==> src/rtl/stopwatch_ctrl.sv <==
// rtl/stopwatch_ctrl.sv - 4-digit BCD millisecond stopwatch controller; lap hold enabled by STOPWATCH_LAP_EN
module stopwatch_ctrl #(
    parameter int WRAP = 1
) (
    input  logic        i_clk,
    input  logic        i_rst,
    input  logic        i_tick,
    input  logic        i_startStop,
    input  logic        i_clear,
    input  logic        i_lap,
    output logic        o_ce,
    output logic        o_running,
    output logic [15:0] o_digits,
    output logic        o_overflow
);

    localparam logic [1:0] ST_IDLE  = 2'd0;
    localparam logic [1:0] ST_RUN   = 2'd1;
    localparam logic [1:0] ST_PAUSE = 2'd2;

    logic [1:0]  state;
    logic [1:0]  state_nxt;
    logic [15:0] count;
    logic [15:0] count_nxt;
    logic        ovf_nxt;
    logic        ss_q;
    logic        clr_q;
    logic        ss_rise;
    logic        clr_rise;

    // Any digit at 9 or above rolls to 0, so a corrupt digit can never persist.
    function automatic logic [15:0] bcd_inc(input logic [15:0] v);
        logic [15:0] r;
        logic        carry;
        r     = v;
        carry = 1'b1;
        for (int i = 0; i < 4; i++) begin
            if (carry) begin
                if (v[i*4 +: 4] >= 4'd9) begin
                    r[i*4 +: 4] = 4'd0;
                end else begin
                    r[i*4 +: 4] = v[i*4 +: 4] + 4'd1;
                    carry       = 1'b0;
                end
            end
        end
        return r;
    endfunction

    assign ss_rise  = i_startStop & ~ss_q;
    assign clr_rise = i_clear & ~clr_q;

    always_comb begin
        state_nxt = state;
        count_nxt = count;
        ovf_nxt   = o_overflow;
        if (clr_rise) begin
            state_nxt = ST_IDLE;
            count_nxt = 16'h0000;
            ovf_nxt   = 1'b0;
        end else begin
            case (state)
                ST_IDLE: begin
                    if (ss_rise) state_nxt = ST_RUN;
                end
                ST_RUN: begin
                    if (i_tick) begin
                        if (count == 16'h9999) begin
                            ovf_nxt   = 1'b1;
                            count_nxt = (WRAP != 0) ? 16'h0000 : count;
                        end else begin
                            count_nxt = bcd_inc(count);
                        end
                    end
                    if (ss_rise) state_nxt = ST_PAUSE;
                end
                ST_PAUSE: begin
                    if (ss_rise) state_nxt = ST_RUN;
                end
                default: state_nxt = ST_IDLE;
            endcase
        end
    end

    // History registers load 1 so a button held through reset gives no rise.
    always_ff @(posedge i_clk) begin
        if (i_rst) begin
            state      <= ST_IDLE;
            count      <= 16'h0000;
            o_overflow <= 1'b0;
            o_ce       <= 1'b0;
            o_running  <= 1'b0;
            ss_q       <= 1'b1;
            clr_q      <= 1'b1;
        end else begin
            ss_q       <= i_startStop;
            clr_q      <= i_clear;
            state      <= state_nxt;
            count      <= count_nxt;
            o_overflow <= ovf_nxt;
            o_ce       <= (state_nxt == ST_RUN);
            o_running  <= (state_nxt == ST_RUN);
        end
    end

`ifdef STOPWATCH_LAP_EN
    logic        lap_q;
    logic        lap_rise;
    logic        lap_hold;
    logic [15:0] lap_cnt;

    assign lap_rise = i_lap & ~lap_q;

    always_ff @(posedge i_clk) begin
        if (i_rst) begin
            lap_q    <= 1'b1;
            lap_hold <= 1'b0;
            lap_cnt  <= 16'h0000;
        end else begin
            lap_q <= i_lap;
            if (clr_rise) begin
                lap_hold <= 1'b0;
            end else if (lap_rise && (state == ST_RUN || state == ST_PAUSE)) begin
                lap_hold <= ~lap_hold;
                lap_cnt  <= count;
            end
        end
    end

    assign o_digits = lap_hold ? lap_cnt : count;
`else
    logic lap_unused;
    assign lap_unused = i_lap;
    assign o_digits   = count;
`endif

endmodule

==> config.mk <==
export PLATFORM = sky130hd
export DESIGN_NAME = stopwatch_ctrl
export DESIGN_NICKNAME = d
export VERILOG_FILES = /design/src/rtl/stopwatch_ctrl.sv
export SDC_FILE = /design/constraint.sdc
export NUM_CORES = 1
export LEC_CHECK = 0
export BUFFER_PORTS_ARGS = -buffer_cell sky130_fd_sc_hd__buf_2
export CORE_ASPECT_RATIO = 0.7
export CORE_MARGIN = 3
export CORE_UTILIZATION = 40
export CTS_CLUSTER_DIAMETER = 200
export CTS_CLUSTER_SIZE = 28
export DETAILED_ROUTE_END_ITERATION = 7
export PLACE_DENSITY = 0.71
export SLEW_MARGIN = 10
export SYNTH_ARGS = -nofsm -noshare
export SYNTH_HDL_FRONTEND = slang
export SYNTH_SLANG_ARGS = --single-unit
==> constraint.sdc <==
create_clock -name i_clk -period 1.7 [get_ports i_clk]
set_input_delay 0.255 -clock i_clk [delete_from_list [all_inputs] [get_ports i_clk]]
set_output_delay 0.255 -clock i_clk [all_outputs]
set_load 0.1 [all_outputs]
==> metrics.txt <==
status finished, violations left; failing checks setup timing; post-detail-place hpwl ~2 mm; VDD IR max between 500 and 600 uV; port bufs 23; core area ~2600 sq um; Pleak approximately 0.73 nW; CTS Buf Count 3; initial antenna violation count 0; Synth async-reset ratio 0; die area about 3600 sq um; Levels on crit path 8; fmax 578 MHz; top-area cell type share of the netlist area 0.384; CTS tree done; row cnt 15; post-synth top area cell dfxtp_1; synth-to-layout area growth 41.3%; reg2reg start o_digits[0]; DRT iter0 DRCs 23; TritonRoute pass-1 iters 4; type of origin of the critical path flop; final std cells w/o fill 208; fin nets 193; crit path kind flop to flop; EDFF count, synth 0; WL final 2.66 mm; Yosys reg bits 22; max cap viols 0; internal reg-to-reg setup slack -0.03 ns; drt drc 0; Initial Util 0.443; Slowest-stage cell, CP dfxtp_4; clk_lat worst skew 0.26 ns; die height ~51 microns; ANT nets after route 0; placed instance count 201; Cell Pwr Density 567 nW/um^2; endpoint kind of the worst setup timing path flop; Critical Path RT 1.89 ns; first-pass GRT wire length about 4.4 mm; worst-path maximum fanout 8; Gate Count Post-Synth ~130; Mapped Area roughly 1100 sq um; Worst Setup SP o_digits[0]; Net Count, Synth around 150; cell mode on critical path buf_6; PnR worst setup slack -0.0298 ns; cell area after layout roughly 1600 sq um; CTS Sinks 22; Cell Chain, Critical Path inv_4 -> ha_4 -> or3b_4 -> nand4_1 -> buf_6 -> buf_6 -> a2111o_1 -> a21oi_1; most instantiated library cell after synthesis dfxtp_1; Hold Fails Final Rpt 0; RSZ-0062 raised after global routing yes; Reg2Reg Capture Point o_digits[14]; Slew @ Worst Pin just under 0.5 ns; final setup violation count 2; dpl cell area 1490 sq um; Final period util 1.02; distinct cell type count after synthesis 37; drt wl/cell 12.8 microns; Ys Warns 0; Via density about 5; Finished Core Util 0.626; Setup WS pre-CTS -0.0609 ns; Worst Skew about 0.0067 ns; largest net degree at the start of global routing 13; Max-slew headroom 0.677; GRT overflow 0; Post-synth top cells 22 x dfxtp_1, 14 x nor2_1, 13 x a21oi_1; H-tree lvl count 1; critical path arrival roughly 1.9 ns; Main synth FF type dfxtp_1; clock buffer depth 2; CP Buf/Inv Count 3; CP delay by family, top compound AO/OA/AOI/OAI gates; Final Max Slew Viols 0; Max stage delay on crit path 0.38 ns; clk slew on worst S/H paths 0.08 ns; cts hold-fix bufs 0; vias in the first global route around 980; final setup TNS -0.0534 ns; # diodes 0; worst-case reg-to-reg path depth 8; vias between 1k and 1.5k; IO Count 25; Mean Syn Cell Area 8.89 sq um; Total GRT Usage 0.152; top cells by area, synth dfxtp_1 38%, ha_1 13%, a21oi_1 5.7%; Routability Congestion 0.826; Die X ~70 microns; Worst Hold Class input port to flop; CTS root buf clkbuf_8; sequential cell area fraction in the yosys report 0.384; minimum clock period 1.73 ns; fraction of layout cells with a size suffix above 1 0.511; worst setup path end o_digits[14]
[metal layers]
layer  vias up  GRT usage  part of all wire
met4         0    0.00955            0.0023
met1       494      0.196              0.48
met3         2     0.0511             0.057
met2        22      0.260              0.46
met5         -          0                 0
li1        538          -                 -
[power by group]
part / total, mW / leakage, nW / switching [mW] / internal [mW]
sequential: 0.514 / 0.187 / 0.00289 / 0.511
combinational: 0.0728 / 0.515 / 0.0491 / 0.0237
clock: 0.333 / 0.0228 / 0.166 / 0.167
total: 0.920 / 0.726 / 0.218 / 0.702
[state kept, by name (all words and copies together), names as in the netlist]
register and flops:
clr_q 1, o_running 1, o_digits 16, o_overflow 1
state 2, ss_q 1
[worst register-to-register path: cells and delay by family, from the launching register on]
kind	cells	cell delay (ns)
AOI/OAI and AO/OA	2	0.50
buffers and inverters	3	0.32
DFF	1	0.38
and+or+nand+nor	2	0.33
adders and majority gates	1	0.14
[layout by cell type, fill, tap and decap left out, types with 3 or more instances in the layout]
| master | count |
|---|---|
| a21oi_1 | 10 |
| a21oi_2 | 3 |
| buf_2 | 23 |
| buf_4 | 17 |
| buf_6 | 4 |
| clkbuf_8 | 3 |
| dfxtp_1 | 7 |
| dfxtp_2 | 9 |
| dfxtp_4 | 6 |
| ha_1 | 8 |
| inv_1 | 3 |
| inv_2 | 4 |
| nand2_1 | 4 |
| nand2b_1 | 3 |
| nand3_1 | 6 |
| nand4_1 | 3 |
| nor2_1 | 14 |
| o21ai_0 | 3 |
| or3b_4 | 4 |
[area by class of cell]
cell class | instances | area [sq um]
clock buffer | 4 | 45.0
fill | 225 | 968
inverter | 9 | 38.8
multi-input combinational | 95 | 733
sequential | 22 | 474
tap | 34 | 42.5
timing repair buffer | 44 | 288
[stage by stage]
step | power, mW | hold slack [ns]
final | 0.920 | 0.195
after global routing | 0.955 | 0.206
after CTS | 0.927 | 0.192
after detailed placement | 0.597 | 0.466
after global placement | 0.596 | 0.460
after floorplan | 0.575 | 0.359
[worst min-delay path by stage]
| stage | startpoint | endpoint | slack [ns] | depth (start not counted) |
|---|---|---|---|---|
| 3_3_place_gp | i_startStop | ss_q | 0.46 | 2 |
| 2_1_floorplan | i_rst | clr_q | 0.36 | 1 |
| 4_1_cts | i_startStop | ss_q | 0.19 | 2 |
| 3_5_place_dp | i_startStop | ss_q | 0.47 | 2 |
| 5_1_grt | i_startStop | ss_q | 0.21 | 2 |
| 6_report | i_startStop | ss_q | 0.19 | 2 |
[cell families (layout without fill, tap and decap cells)]
kind of cell,Yosys count,after routing,synth area share
flip-flops,22,22,0.384
AO/OA/AOI/OAI,26,26,0.142
adder cells (fa/ha/maj),12,12,0.131
multiplexers,1,1,0.00872
XOR/XNOR,4,4,0.0305
buffers and inverters,12,57,0.0436
AND/OR/NAND/NOR,52,52,0.261
[timing repair]
action | in CTS | in global routing
endpoints found under the setup margin | 6 | 15
setup buffers | 2 | 1
pin swaps | 2 | 8
gates resized for setup | 3 | 16
Power figures use the tool's default switching activity.
